## src/rtl/hidden_forward.sv

```systemverilog
// Single-neuron forward pass: 4 binary inputs with signed weights are accumulated,
// passed through ReLU, then multiplied by an unsigned output weight using shift-add.
module hidden_forward (
  input  logic        clk_i,
  input  logic        rst_i,
  input  logic        start_i,
  input  logic        zero_weight_reset_i,
  input  logic [3:0]  x_i,
  input  logic [7:0]  w0_i,
  input  logic [7:0]  w1_i,
  input  logic [7:0]  w2_i,
  input  logic [7:0]  w3_i,
  input  logic [7:0]  v_i,
  output logic        busy_o,
  output logic        valid_o,
  output logic [9:0]  hidden_val_o,
  output logic [18:0] final_o
);

  // state | meaning
  // IDLE  | waiting for start_i, operands captured on acceptance
  // ACC   | one weighted input accumulated per cycle, idx 0..3
  // ACT   | ReLU on the accumulator, product cleared
  // MUL   | one multiplier bit per cycle, LSB first, outputs loaded on bit 7
  // DONE  | result strobe for exactly one cycle
  localparam logic [2:0] S_IDLE = 3'd0;
  localparam logic [2:0] S_ACC  = 3'd1;
  localparam logic [2:0] S_ACT  = 3'd2;
  localparam logic [2:0] S_MUL  = 3'd3;
  localparam logic [2:0] S_DONE = 3'd4;

  logic [2:0]       state_q, state_d;
  logic [3:0]       x_q, x_d;
  logic [3:0][7:0]  w_q, w_d;
  logic [7:0]       v_q, v_d;
  logic [9:0]       acc_q, acc_d;
  logic [1:0]       idx_q, idx_d;
  logic [9:0]       hid_q, hid_d;
  logic [18:0]      prod_q, prod_d;
  logic [2:0]       bit_q, bit_d;
  logic [9:0]       hidden_val_q, hidden_val_d;
  logic [18:0]      final_q, final_d;

  logic [7:0]       w_sel;
  logic [18:0]      addend;

  assign w_sel  = w_q[idx_q];
  assign addend = v_q[bit_q] ? ({9'd0, hid_q} << bit_q) : 19'd0;

  always_comb begin
    state_d      = state_q;
    x_d          = x_q;
    w_d          = w_q;
    v_d          = v_q;
    acc_d        = acc_q;
    idx_d        = idx_q;
    hid_d        = hid_q;
    prod_d       = prod_q;
    bit_d        = bit_q;
    hidden_val_d = hidden_val_q;
    final_d      = final_q;

    case (state_q)
      S_IDLE: begin
        if (start_i) begin
          x_d     = x_i;
          w_d     = {w3_i, w2_i, w1_i, w0_i};
          v_d     = v_i;
          acc_d   = 10'd0;
          idx_d   = 2'd0;
          state_d = S_ACC;
        end
      end
      S_ACC: begin
        // Sum of four 8-bit signed weights always fits in 10 bits signed.
        if (x_q[idx_q]) acc_d = acc_q + {{2{w_sel[7]}}, w_sel};
        idx_d = idx_q + 2'd1;
        if (idx_q == 2'd3) state_d = S_ACT;
      end
      S_ACT: begin
        hid_d   = acc_q[9] ? 10'd0 : acc_q;
        prod_d  = 19'd0;
        bit_d   = 3'd0;
        state_d = S_MUL;
      end
      S_MUL: begin
        prod_d = prod_q + addend;
        bit_d  = bit_q + 3'd1;
        if (bit_q == 3'd7) begin
          hidden_val_d = hid_q;
          final_d      = prod_q + addend;
          state_d      = S_DONE;
        end
      end
      S_DONE:  state_d = S_IDLE;
      default: state_d = S_IDLE;
    endcase

    // Synchronous clear wins over everything, including a start request.
    if (zero_weight_reset_i) begin
      state_d      = S_IDLE;
      acc_d        = 10'd0;
      idx_d        = 2'd0;
      hid_d        = 10'd0;
      prod_d       = 19'd0;
      bit_d        = 3'd0;
      hidden_val_d = 10'd0;
      final_d      = 19'd0;
    end
  end

  always_ff @(posedge clk_i or negedge rst_i) begin
    if (!rst_i) begin
      state_q      <= S_IDLE;
      x_q          <= '0;
      w_q          <= '0;
      v_q          <= '0;
      acc_q        <= '0;
      idx_q        <= '0;
      hid_q        <= '0;
      prod_q       <= '0;
      bit_q        <= '0;
      hidden_val_q <= '0;
      final_q      <= '0;
    end else begin
      state_q      <= state_d;
      x_q          <= x_d;
      w_q          <= w_d;
      v_q          <= v_d;
      acc_q        <= acc_d;
      idx_q        <= idx_d;
      hid_q        <= hid_d;
      prod_q       <= prod_d;
      bit_q        <= bit_d;
      hidden_val_q <= hidden_val_d;
      final_q      <= final_d;
    end
  end

  assign busy_o       = (state_q != S_IDLE);
  assign valid_o      = (state_q == S_DONE);
  assign hidden_val_o = hidden_val_q;
  assign final_o      = final_q;

endmodule

```

## config.mk

```make
export PLATFORM = sky130hd
export DESIGN_NAME = hidden_forward
export DESIGN_NICKNAME = d
export VERILOG_FILES = /design/src/rtl/hidden_forward.sv
export SDC_FILE = /design/constraint.sdc
export NUM_CORES = 1
export LEC_CHECK = 0
export ABC_AREA = 1
export CORE_MARGIN = 10
export CORE_UTILIZATION = 57
export CTS_CLUSTER_SIZE = 24
export DETAILED_ROUTE_END_ITERATION = 8
export PLACE_DENSITY = 0.81
export SYNTH_ARGS = -nofsm -noshare
export SYNTH_HDL_FRONTEND = slang
export SYNTH_SLANG_ARGS = --single-unit
```

## constraint.sdc

```tcl
create_clock -name clk_i -period 3.4 [get_ports clk_i]
set_input_delay 0.34 -clock clk_i [delete_from_list [all_inputs] [get_ports clk_i]]
set_output_delay 0.34 -clock clk_i [all_outputs]
set_load 0.01 [all_outputs]
```

Word-level counts from Yosys, hierarchy flattened
Index checks and enable logic that the tools add are counted.
- $add $sub $neg: 4
- $lt $le $gt $ge: 2
- equal/unequal tests: 10
- shift operators: 1
- muxes and demuxes: 32
- reductions and logical operators: 12
- operator list (cell ; number):
    19-bit 2-to-1 mux ; 5
    10-bit 2-to-1 mux ; 8
    19-bit case mux with 2 select lines ; 1
    10-bit case mux with 2 select lines ; 1
    19-bit adder ; 1
    10-bit by 3-bit left shift with 19-bit output ; 1
    8-bit binary-select mux with 2-bit select ; 1
    3-bit 2-to-1 mux ; 5
    3-bit != test, second input constant ; 4
    3-bit case mux with 4 select lines ; 1
    10-bit adder ; 1
    9-bit 2-to-1 mux ; 1
    3-bit nonzero test ; 3
    8-bit 2-to-1 mux ; 1
    3-bit by 2-bit == test with 1-bit output, second input constant ; 2
    3-bit == test, second input constant ; 2
    3-bit case mux with 2 select lines ; 1
    2-bit AND reduction ; 3
    3-bit AND reduction ; 2
    2-bit nonzero test ; 3
    3-bit by 4-bit < comparator with 1-bit output, second input constant ; 1
    2-bit 2-to-1 mux ; 2
    2-bit case mux with 2 select lines ; 1
    3-bit by 1-bit adder with 3-bit output, second input constant ; 1
    8 further kinds ; 9
- flip-flop bits (word level): 120
- input port bits: 48
- output and inout bits: 31
- word-level logic and storage cells: 75

Longest topological paths before layout
- word-level depth: 7
- gate-level depth with buffers: 21

Least setup slack after synthesis
Ideal clock, no wire load.
- kind: reg-to-reg
- from: register bit_q[2]
- to: register final_q[8] (netlist: final_o[8])
- arrival time: 2.315 ns
- path slack: 0.952 ns
- cell stages (with the launch flop): 14
- buffers on the path: 1
- clock period less this slack: 2.448 ns
- cell sequence: dfrtp_1 > buf_2 > clkinv_1 > nand2_1 > nor3_1 > ha_1 > fa_1 > nand3_1 > nand3_1 > nand2_1 > nand2_1 > or2_2 > nand3_1 > o21ai_0
- cells in the longest elaborated chain, start to end: 7
- ends and longest elaborated chain (what ; RTL line ; source):
    start, declared ; 40 ; logic [2:0] bit_q, bit_d;
    start signal, assigned ; 134 ; bit_q <= bit_d;
    1-bit binary-select mux with 3-bit select ; 48 ; assign addend = v_q[bit_q] ? ({9'd0, hid_q} << bit_q) : 19'd0;
    1-bit 2-to-1 mux (implied by the code) ; 48 ;
    19-bit 2-to-1 mux ; 48 ;
    19-bit adder ; 91 ; final_d = prod_q + addend;
    19-bit 2-to-1 mux ; 89 ; if (bit_q == 3'd7) begin
    19-bit 2-to-1 mux ; 63 ; case (state_q)
    19-bit 2-to-1 mux ; 100 ; if (zero_weight_reset_i) begin
    end signal, assigned ; 136 ; final_q <= final_d;
    end, declared ; 42 ; logic [18:0] final_q, final_d;
Several ways; a longest one is shown, not always the timed one. The select of a mux whose other input is x is not followed.
A chain may end at the register's enable or synchronous reset.

Worst setup path in the final report
- from: register bit_q[1]
- to: register final_q[8] (netlist: final_o[8])
The elaborated chain is that of the path after synthesis.

==> metrics.csv <==
metric,value,unit
layout_commonest_cell,nand2_1,
grt_pass1_vias,5874,
cts_root_buf,clkbuf_16,
mostFrequentLayoutCells,"193 x nand2_1, 116 x dfrtp_1, 84 x o21ai_0",
cts_sinks,118,
powerDensity,716.7,mW/mm^2
cts_tree,done,
synth_seq_cells,118,
vias,5848,
core-area,0.01142,sq mm
synth_area,0.006658,sq mm
required,3.70,ns
firstDrtPassIters,6,
dp.final_hpwl,13320,microns
via_per_inst,5.672,
reg2reg_from,bit_q[1],
die_y,128.1,microns
final_net_count,953,
hold_viol_final,0,
initial_core_util,0.5831,
grt-ovfl-total,0,
antenna_found_initial,0,
rows,39,
synthArstFlopShare,1.000,
drv_slew,0,
wire_per_inst,17.80,microns
area_delta_synth_final,22.46,%
clock.fmax,0.3289,GHz
crit_fanout,14,
fin_crit_sh,0.8944,
p_leak,3.977,nW
clk_latency,0.42,ns
synthFlopType,dfrtp_1,
grt_max_degree,66,
max-vdd-ir-drop,0.6169,mV
synth_cells,799,
fin_tns_setup,0,ns
outcome,finished clean,
dieArea,0.01640,sq mm
cts_buffer_depth,2,
cts.htree.levels,4,
synth_cell_types,45,
hp-class,input port to async pin,
layout.cells.non_filler,1031,
seq_area_frac_synth,0.4435,
synth_edf_count,0,
antennaDiodeCount,0,
total_power,5.843,mW
dp_slack,0.2170,ns
clk_pin_slew,0.06,ns
routed_wl,18350,microns
worstSetupPathType,register to register,
critical_path_arrival,3.34,ns
skew,0.008670,ns
cts_made_buffers,17,
drive_gt1_frac,0.1149,
setup_slack,0.3592,ns
worstMarginPinSlew,1.125,ns
syn_avg_cell_area,8.332,sq um
grt_pass1_wl,29460,microns
dp.cells,999,
synth_nets,877,
relSlewSlack,0.2500,
synth_warnings,0,
die_w,128.1,microns
grt.total_usage,0.2257,
ant_nets,0,
place.gp.congestion,0.8779,
crit_start,bit_q[1],
io_buffers,77,
rsz0062_at_grt,false,
maxCapViolCount,0,
pin_count,79,
startpoint_type,register,
end_kind,register,
hold_buffers,0,
drt_iter0_markers,397,
finalCriticalPeriod,3.041,ns
drc,0,
setup_viol,0,
[state kept, by name, summed over array words and instances, names as in the netlist]
signal        flops
acc_q            10
v_q               8
final_o          19
hidden_val_o      9
bit_q             3
x_q               4
w_q              32
prod_q           19
state_q           3
hid_q             9
idx_q             2
[power by group]
part           switching [mW]  internal, mW
logic                    1.14         0.804
registers               0.268          1.76
clock network           0.674          1.20
total                    2.08          3.76
[Yosys cell counts, types with 2 or more instances]
cell type / count / share of area
nand2_1: 193 / 0.11
dfrtp_1: 118 / 0.44
o21ai_0: 84 / 0.063
nor2_1: 69 / 0.039
inv_1: 67 / 0.038
nand3_1: 53 / 0.040
mux2_2: 40 / 0.068
ha_1: 28 / 0.053
a21oi_1: 21 / 0.016
nand4_1: 18 / 0.017
buf_2: 10 / 0.0075
nor3_1: 9 / 0.0068
o22ai_1: 9 / 0.0085
o31ai_1: 9 / 0.010
buf_4: 6 / 0.0068
clkbuf_1: 6 / 0.0034
nand3b_1: 6 / 0.0068
a32o_1: 4 / 0.0060
or2_2: 4 / 0.0038
xor2_1: 4 / 0.0053
buf_1: 3 / 0.0017
clkinv_1: 3 / 0.0017
inv_2: 3 / 0.0017
mux2_1: 3 / 0.0051
nand2_2: 3 / 0.0028
nor2_4: 3 / 0.0051
a22o_1: 2 / 0.0026
a31oi_1: 2 / 0.0019
fa_1: 2 / 0.0060
xnor2_1: 2 / 0.0026
[metrics by stage]
stage | area, sq um | util | hold slack (ns)
floorplan | 6658 | - | 0.04441
global placement | 7522 | 0.6588 | 0.4632
detailed placement | 7522 | 0.6588 | 0.4695
CTS | 8147 | 0.7135 | 0.06369
global route | 8153 | 0.7140 | 0.1054
finish | 8153 | 0.7140 | 0.02735
[metal layers]
metal | global-route usage | vias to the layer above | part of all wire
met5 | 0 | - | 0
met4 | 0.08874 | 0 | 0.025
met3 | 0.04921 | 35 | 0.041
met2 | 0.4146 | 161 | 0.53
met1 | 0.2458 | 2809 | 0.40
li1 | - | 2843 | -
[final timing paths]
path	to	cells after the start	slack [ns]
min in group clk_i	final_o[6]	2	0.48
worst max-delay path	final_o[8]	14	0.36
worst min-delay path	prod_q[3]	1	0.03
worst max register to register	final_o[8]	14	0.36
max in group asynchronous	w_q[30]	2	2.62
worst min register to register	final_o[6]	2	0.48
[layout make-up]
type | count | area (sq um)
Fill cell | 856 | 3266
Sequential cell | 118 | 2955
Tap cell | 143 | 178.9
Inverter | 74 | 284.0
Timing Repair Buffer | 83 | 825.8
Multi-Input combinational cell | 581 | 3284
Clock inverter | 13 | 171.4
Clock buffer | 19 | 452.9
[cell families after synthesis]
| group | after synthesis | share of synthesized area |
|---|---|---|
| muxes | 44 | 0.07423 |
| buffers and inverters | 100 | 0.06315 |
| and+or+nand+nor | 363 | 0.2362 |
| AOI/OAI and AO/OA | 137 | 0.1158 |
| DFF | 118 | 0.4435 |
| adders and majority gates | 30 | 0.05864 |
| xor gates and xnor gates | 6 | 0.007893 |
| other | 1 | 0.0005633 |
[worst max-delay path, cell delays in order (launching register included)]
cell	delay, ns
dfrtp_2	0.51
clkinvlp_4	0.27
o21ai_0	0.14
o22ai_1	0.09
nand2_1	0.15
nor3_1	0.07
ha_1	0.26
fa_1	0.47
nand3_1	0.12
nand3_1	0.13
nand2_1	0.10
nand2_1	0.14
or2_2	0.31
nand3_1	0.09
o21ai_0	0.07
[repair_timing]
| action | 4_1_cts | 5_1_grt |
|---|---|---|
| endpoints found under the setup margin | 0 | 14 |
| gates resized for setup | 0 | 3 |
| setup buffers | 0 | 0 |
(Power assumes the default switching activity.)
